### src/rtl/aux_pkg.sv
// Shared types and constants for the aux buffer hex dump reader.
package aux_pkg;

    localparam int unsigned CPU_ELEMENTS           = 10;
    localparam int unsigned INSTR_ELEMENTS         = 10;
    localparam int unsigned DATA_ELEMENTS          = 10;
    localparam int unsigned MEMORY_ELEMENTS        = INSTR_ELEMENTS + DATA_ELEMENTS;
    localparam int unsigned TOTAL_ELEMENTS_DEFAULT = CPU_ELEMENTS + MEMORY_ELEMENTS;
    localparam int unsigned NIBBLES_PER_WORD       = 4;
    localparam int unsigned CHAR_INDEX_WIDTH       = 7;

    typedef enum logic [2:0] {
        ST_IDLE,
        ST_FETCH,
        ST_LOAD,
        ST_EMIT,
        ST_DONE
    } state_t;

    // Uppercase hex digit: 0-9 -> '0'-'9', A-F -> 'A'-'F'.
    function automatic logic [7:0] nibble_to_ascii(input logic [3:0] nib);
        if (nib < 4'd10) begin
            return 8'h30 + {4'h0, nib};
        end
        return 8'h37 + {4'h0, nib};
    endfunction

endpackage

### src/rtl/hex_ascii_encoder.sv
// Combinational nibble to uppercase ASCII hex digit.
module hex_ascii_encoder
    import aux_pkg::*;
(
    input  logic [3:0] nibble,
    output logic [7:0] ascii_c
);

    assign ascii_c = nibble_to_ascii(nibble);

endmodule

### src/rtl/aux_reader.sv
// Walks the aux buffer once per frame and streams every word as four hex
// characters (MS nibble first) over a valid/ready character interface.
module aux_reader
    import aux_pkg::*;
#(
    parameter int unsigned DATA_WIDTH        = 16,
    parameter int unsigned AUX_ADDRESS_WIDTH = 5,
    parameter int unsigned TOTAL_ELEMENTS    = TOTAL_ELEMENTS_DEFAULT
) (
    input  logic                         clock_in,
    input  logic                         reset_n_in,
    input  logic                         frame_start_in,
    output logic [AUX_ADDRESS_WIDTH-1:0] aux_raddress_out,
    input  logic [DATA_WIDTH-1:0]        aux_data_in,
    output logic [7:0]                   char_out,
    output logic                         char_valid_out,
    input  logic                         char_ready_in,
    output logic [CHAR_INDEX_WIDTH-1:0]  char_index_out,
    output logic                         busy_out,
    output logic                         done_out
);

    localparam int unsigned AW = AUX_ADDRESS_WIDTH;
    localparam int unsigned DW = DATA_WIDTH;
    localparam int unsigned IW = CHAR_INDEX_WIDTH;

    state_t          state_q, state_d;
    logic [AW-1:0]   entry_q, entry_d;
    logic [IW-1:0]   index_q, index_d;
    logic [DW-1:0]   word_q, word_d;
    logic [1:0]      nib_q, nib_d;
    logic [7:0]      char_q, char_d;
    logic            valid_q, busy_q, done_q;
    logic [3:0]      enc_nibble;
    logic [7:0]      enc_char_c;
    logic            xfer;

    hex_ascii_encoder u_encoder (
        .nibble  (enc_nibble),
        .ascii_c (enc_char_c)
    );

    assign xfer = valid_q & char_ready_in;

    // Next-state and datapath: the word is shifted left so the character
    // being prepared always comes from a fixed bit position.
    always_comb begin
        state_d    = state_q;
        entry_d    = entry_q;
        index_d    = index_q;
        word_d     = word_q;
        nib_d      = nib_q;
        char_d     = char_q;
        enc_nibble = word_q[DW-5 -: 4];

        case (state_q)
            ST_IDLE: begin
                if (frame_start_in) begin
                    state_d = ST_FETCH;
                    entry_d = '0;
                    index_d = '0;
                end
            end
            ST_FETCH: begin
                state_d = ST_LOAD;
            end
            ST_LOAD: begin
                word_d     = aux_data_in;
                nib_d      = '0;
                enc_nibble = aux_data_in[DW-1 -: 4];
                char_d     = enc_char_c;
                state_d    = ST_EMIT;
            end
            ST_EMIT: begin
                if (xfer) begin
                    if (nib_q == 2'(NIBBLES_PER_WORD - 1)) begin
                        if (entry_q < AW'(TOTAL_ELEMENTS - 1)) begin
                            entry_d = entry_q + AW'(1);
                            index_d = index_q + IW'(1);
                            state_d = ST_FETCH;
                        end else begin
                            state_d = ST_DONE;
                        end
                    end else begin
                        nib_d   = nib_q + 2'd1;
                        word_d  = word_q << 4;
                        char_d  = enc_char_c;
                        index_d = index_q + IW'(1);
                    end
                end
            end
            ST_DONE: begin
                state_d = ST_IDLE;
            end
            default: begin
                state_d = ST_IDLE;
            end
        endcase
    end

    always_ff @(posedge clock_in or negedge reset_n_in) begin
        if (!reset_n_in) begin
            state_q <= ST_IDLE;
            entry_q <= '0;
            index_q <= '0;
            word_q  <= '0;
            nib_q   <= '0;
            char_q  <= '0;
            valid_q <= 1'b0;
            busy_q  <= 1'b0;
            done_q  <= 1'b0;
        end else begin
            state_q <= state_d;
            entry_q <= entry_d;
            index_q <= index_d;
            word_q  <= word_d;
            nib_q   <= nib_d;
            char_q  <= char_d;
            valid_q <= (state_d == ST_EMIT);
            busy_q  <= (state_d != ST_IDLE);
            done_q  <= (state_d == ST_DONE);
        end
    end

    assign aux_raddress_out = entry_q;
    assign char_out         = char_q;
    assign char_valid_out   = valid_q;
    assign char_index_out   = index_q;
    assign busy_out         = busy_q;
    assign done_out         = done_q;

endmodule

### config.mk
export PLATFORM = sky130hd
export DESIGN_NAME = aux_reader
export DESIGN_NICKNAME = d
export VERILOG_FILES = /design/src/rtl/aux_pkg.sv /design/src/rtl/hex_ascii_encoder.sv /design/src/rtl/aux_reader.sv
export SDC_FILE = /design/constraint.sdc
export NUM_CORES = 1
export LEC_CHECK = 0
export BUFFER_PORTS_ARGS = -buffer_cell sky130_fd_sc_hd__buf_4
export CAP_MARGIN = 10
export CORE_MARGIN = 3
export CORE_UTILIZATION = 45
export CTS_CLUSTER_DIAMETER = 30
export DETAILED_ROUTE_END_ITERATION = 12
export PLACE_DENSITY = 0.8
export SYNTH_ARGS = -nofsm -noshare
export SYNTH_HDL_FRONTEND = slang
export SYNTH_SLANG_ARGS = --single-unit
export TNS_END_PERCENT = 50
### constraint.sdc
create_clock -name clock_in -period 4.05 [get_ports clock_in]
set_clock_uncertainty 0.05 [all_clocks]
set_input_delay 0.2025 -clock clock_in [delete_from_list [all_inputs] [get_ports clock_in]]
set_output_delay 0.2025 -clock clock_in [all_outputs]
set_load 0.02 [all_outputs]
==> impl_metrics.tcl <==
set metrics [dict create \
    async_reset_ff_share_pct 100 \
    cts_sinks 39 \
    endpoint_kind "flip-flop" \
    hold_violations 0 \
    cts_setup_buffers 0 \
    via_per_inst 5.67 \
    crit_path_max_incr_delay_ns 0.76 \
    setup_viol 0 \
    dpl_cell_area_um2 2260 \
    grt_pass1_wl_mm 6.89 \
    synth-edff-count 0 \
    clkLatencyLatePin_ns 0.29 \
    dr.first_iter.drc_count 126 \
    multi_input_area_um2 900 \
    synth-xor-area-share_pct 0.452 \
    cts.reportedPaths.clkPinSlew_ns 0.08 \
    critPathTopFamily "compound AO/OA/AOI/OAI gates" \
    track_usage_pct 17.0 \
    dpl.hpwl_mm 2.75 \
    cts_htree_levels 2 \
    status "finished clean" \
    syn_to_final_growth_pct 23.0 \
    ys_types 41 \
    via_count 1649 \
    synth_mux_area_share_pct 4.78 \
    avgSynthCellArea_um2 9.64 \
    r2r-start "nib_q[0]" \
    grt_setup_unrepaired "no" \
    wl_mm 4.04 \
    drtAntennaViolNets 0 \
    synth_compound_area_share_pct 17.2 \
    drv_slew 0 \
    worstPathCellList "ha_1 -> and3b_1 -> o21ai_1 -> nor2_1 -> a22o_1" \
    critical_path_class "reg -> reg" \
    drc_errors 0 \
    critPathLaunch "nib_q[0]" \
    firstDrtPassIters 4 \
    fin_area_um2 2380 \
    wl_per_cell_um 13.9 \
    cp-start-kind "flip-flop" \
    diodes 0 \
    hp-start "aux_data_in[2]" \
    tightest_slew_ns 0.988 \
    dieArea_um2 5130 \
    layout_common_cells "buf_4 (42), dfrtp_1 (39), nand2_1 (30)" \
    powerDensity_nw_per_um2 798 \
    syn-cell-area_um2 1940 \
    register_area_um2 976 \
    fp.dieH_um 71.6 \
    hold_class "in -> reg" \
    layout-drive-gt1-share_pct 23.2 \
    coreArea_um2 4090 \
    clockBufferDepth 2 \
    cts_tree "done" \
    fin_crit_ns 2.10 \
    ys_seq_elements 39 \
    dieWidth_um 71.6 \
    syn_nets 225 \
    leakagePower_uw 0.00106 \
    synth_cells 201 \
    fmax_mhz 477 \
    io_buffers 41 \
    io_pins 43 \
    grt_max_degree 40 \
    synth-simple-area-share_pct 20.9 \
    crit_arrival_ns 2.23 \
    fin_crit_sh_pct 51.7 \
    nFillCells 392 \
    fin_nets 264 \
    critPathMaxFanout 16 \
    slowest_stage "o21ai_1" \
    overflow 0 \
    synth_ff_type "dfrtp_1" \
    root_buffer "clkbuf_8" \
    yosysSeqAreaShare_pct 50.4 \
    antenna_found_initial 0 \
    ys_warn_count 0 \
    synth_fa_ha_area_share_pct 2.58 \
    grt_pass1_vias 1552 \
    worstPathRequired_ns 4.18 \
    cts_buffers 5 \
    num_rows 23 \
    max-slew-margin-rel_pct 33.7 \
    cap_viol_max_count 0 \
    layout_commonest_cell "buf_4" \
    synth_top_family_by_area "simple AND/OR/NAND/NOR gates" \
    start_util_pct 47.4 \
    fin_tns_setup_ns 0 \
    crit_buf_inv 0 \
    place.gp.congestion 0.848 \
    irDropWorstVdd_uv 333 \
]
==> synth_stat cells (2+ instances only) <==
master	count	share of area, %
clkbuf_1	7	1.4
o21ai_0	10	2.6
nor2_1	17	3.3
inv_1	2	0.39
a31oi_1	10	3.2
mux2i_1	7	3.6
nor3b_1	2	0.77
a21oi_1	7	1.8
a211o_1	2	0.90
buf_6	2	1.2
nand3_1	9	2.3
or2_2	2	0.65
o31ai_1	9	3.5
and3_1	2	0.65
nor3_1	4	1.0
nand2b_1	3	0.97
o211ai_1	2	0.77
nand2_1	30	5.8
ha_1	4	2.6
mux2_2	2	1.2
a22o_1	5	2.3
dfrtp_1	39	50
or4_1	6	2.3
==> where the power goes <==
| part | leakage, µW | internal, µW | switching [µW] |
|---|---|---|---|
| sequential | 0.000473 | 554 | 142 |
| clock | 0.0000581 | 183 | 141 |
| combinational | 0.000531 | 370 | 511 |
==> per-stage QoR <==
step,util (%),total power (µW),worst slack [ns],std cells,hold slack [ns]
after floorplan,-,1320,2.09,201,-0.143
after global placement,55.3,1560,2.03,282,0.145
after detailed placement,55.3,1590,1.97,282,0.149
after CTS,58.3,1920,1.95,291,0.0783
after global routing,58.3,2070,1.75,291,0.0787
final,58.3,1900,1.95,291,0.0818
==> what timing repair did <==
item | CTS | global route
hold endpoints to repair | 39 | 0
hold buffers | 1 | 0
resized for setup | 0 | 0
==> per-layer routing <==
metal	wire (µm)	GRT usage (%)	vias to the layer above
met1	1840	22.3	801
met3	205	4.77	9
met5	0	0	-
met4	72	6.89	0
li1	-	-	804
met2	1920	26.5	35
==> logic make-up (layout without fill, tap and decap cells) <==
| family | count (synthesis) | count (layout) |
|---|---|---|
| other | 1 | 1 |
| AND/OR/NAND/NOR | 83 | 83 |
| adder cells (fa/ha/maj) | 4 | 4 |
| XOR/XNOR | 1 | 1 |
| multiplexers | 9 | 9 |
| buffers and inverters | 13 | 53 |
| AO/OA/AOI/OAI | 51 | 51 |
| flip-flops | 39 | 39 |
==> cell type report <==
cell class                 instances  share of cell area [%]
clock buffer                       5                    2.89
clock inverter                     3                    1.84
inverter                           2                   0.315
multi-input combinational        149                    37.7
sequential                        39                    40.9
tap                               50                    2.62
timing repair buffer              43                    13.6
==> state kept, by name (all words and copies together) (netlist names) <==
name / flops
nib_q: 2
char_out: 7
done_out: 1
busy_out: 1
char_valid_out: 1
state_q: 3
word_q: 12
char_index_out: 7
aux_raddress_out: 5
==> worst paths after layout <==
kind | to | slack [ns] | cells past startpoint
max | char_out[6] | 1.95 | 5
min in group asynchronous | busy_out | 0.37 | 2
max in group asynchronous | char_index_out[6] | 3.25 | 2
min | word_q[2] | 0.08 | 2
max reg2reg | char_out[6] | 1.95 | 5
min reg2reg | nib_q[1] | 0.43 | 2
(Power assumes the default switching activity.)
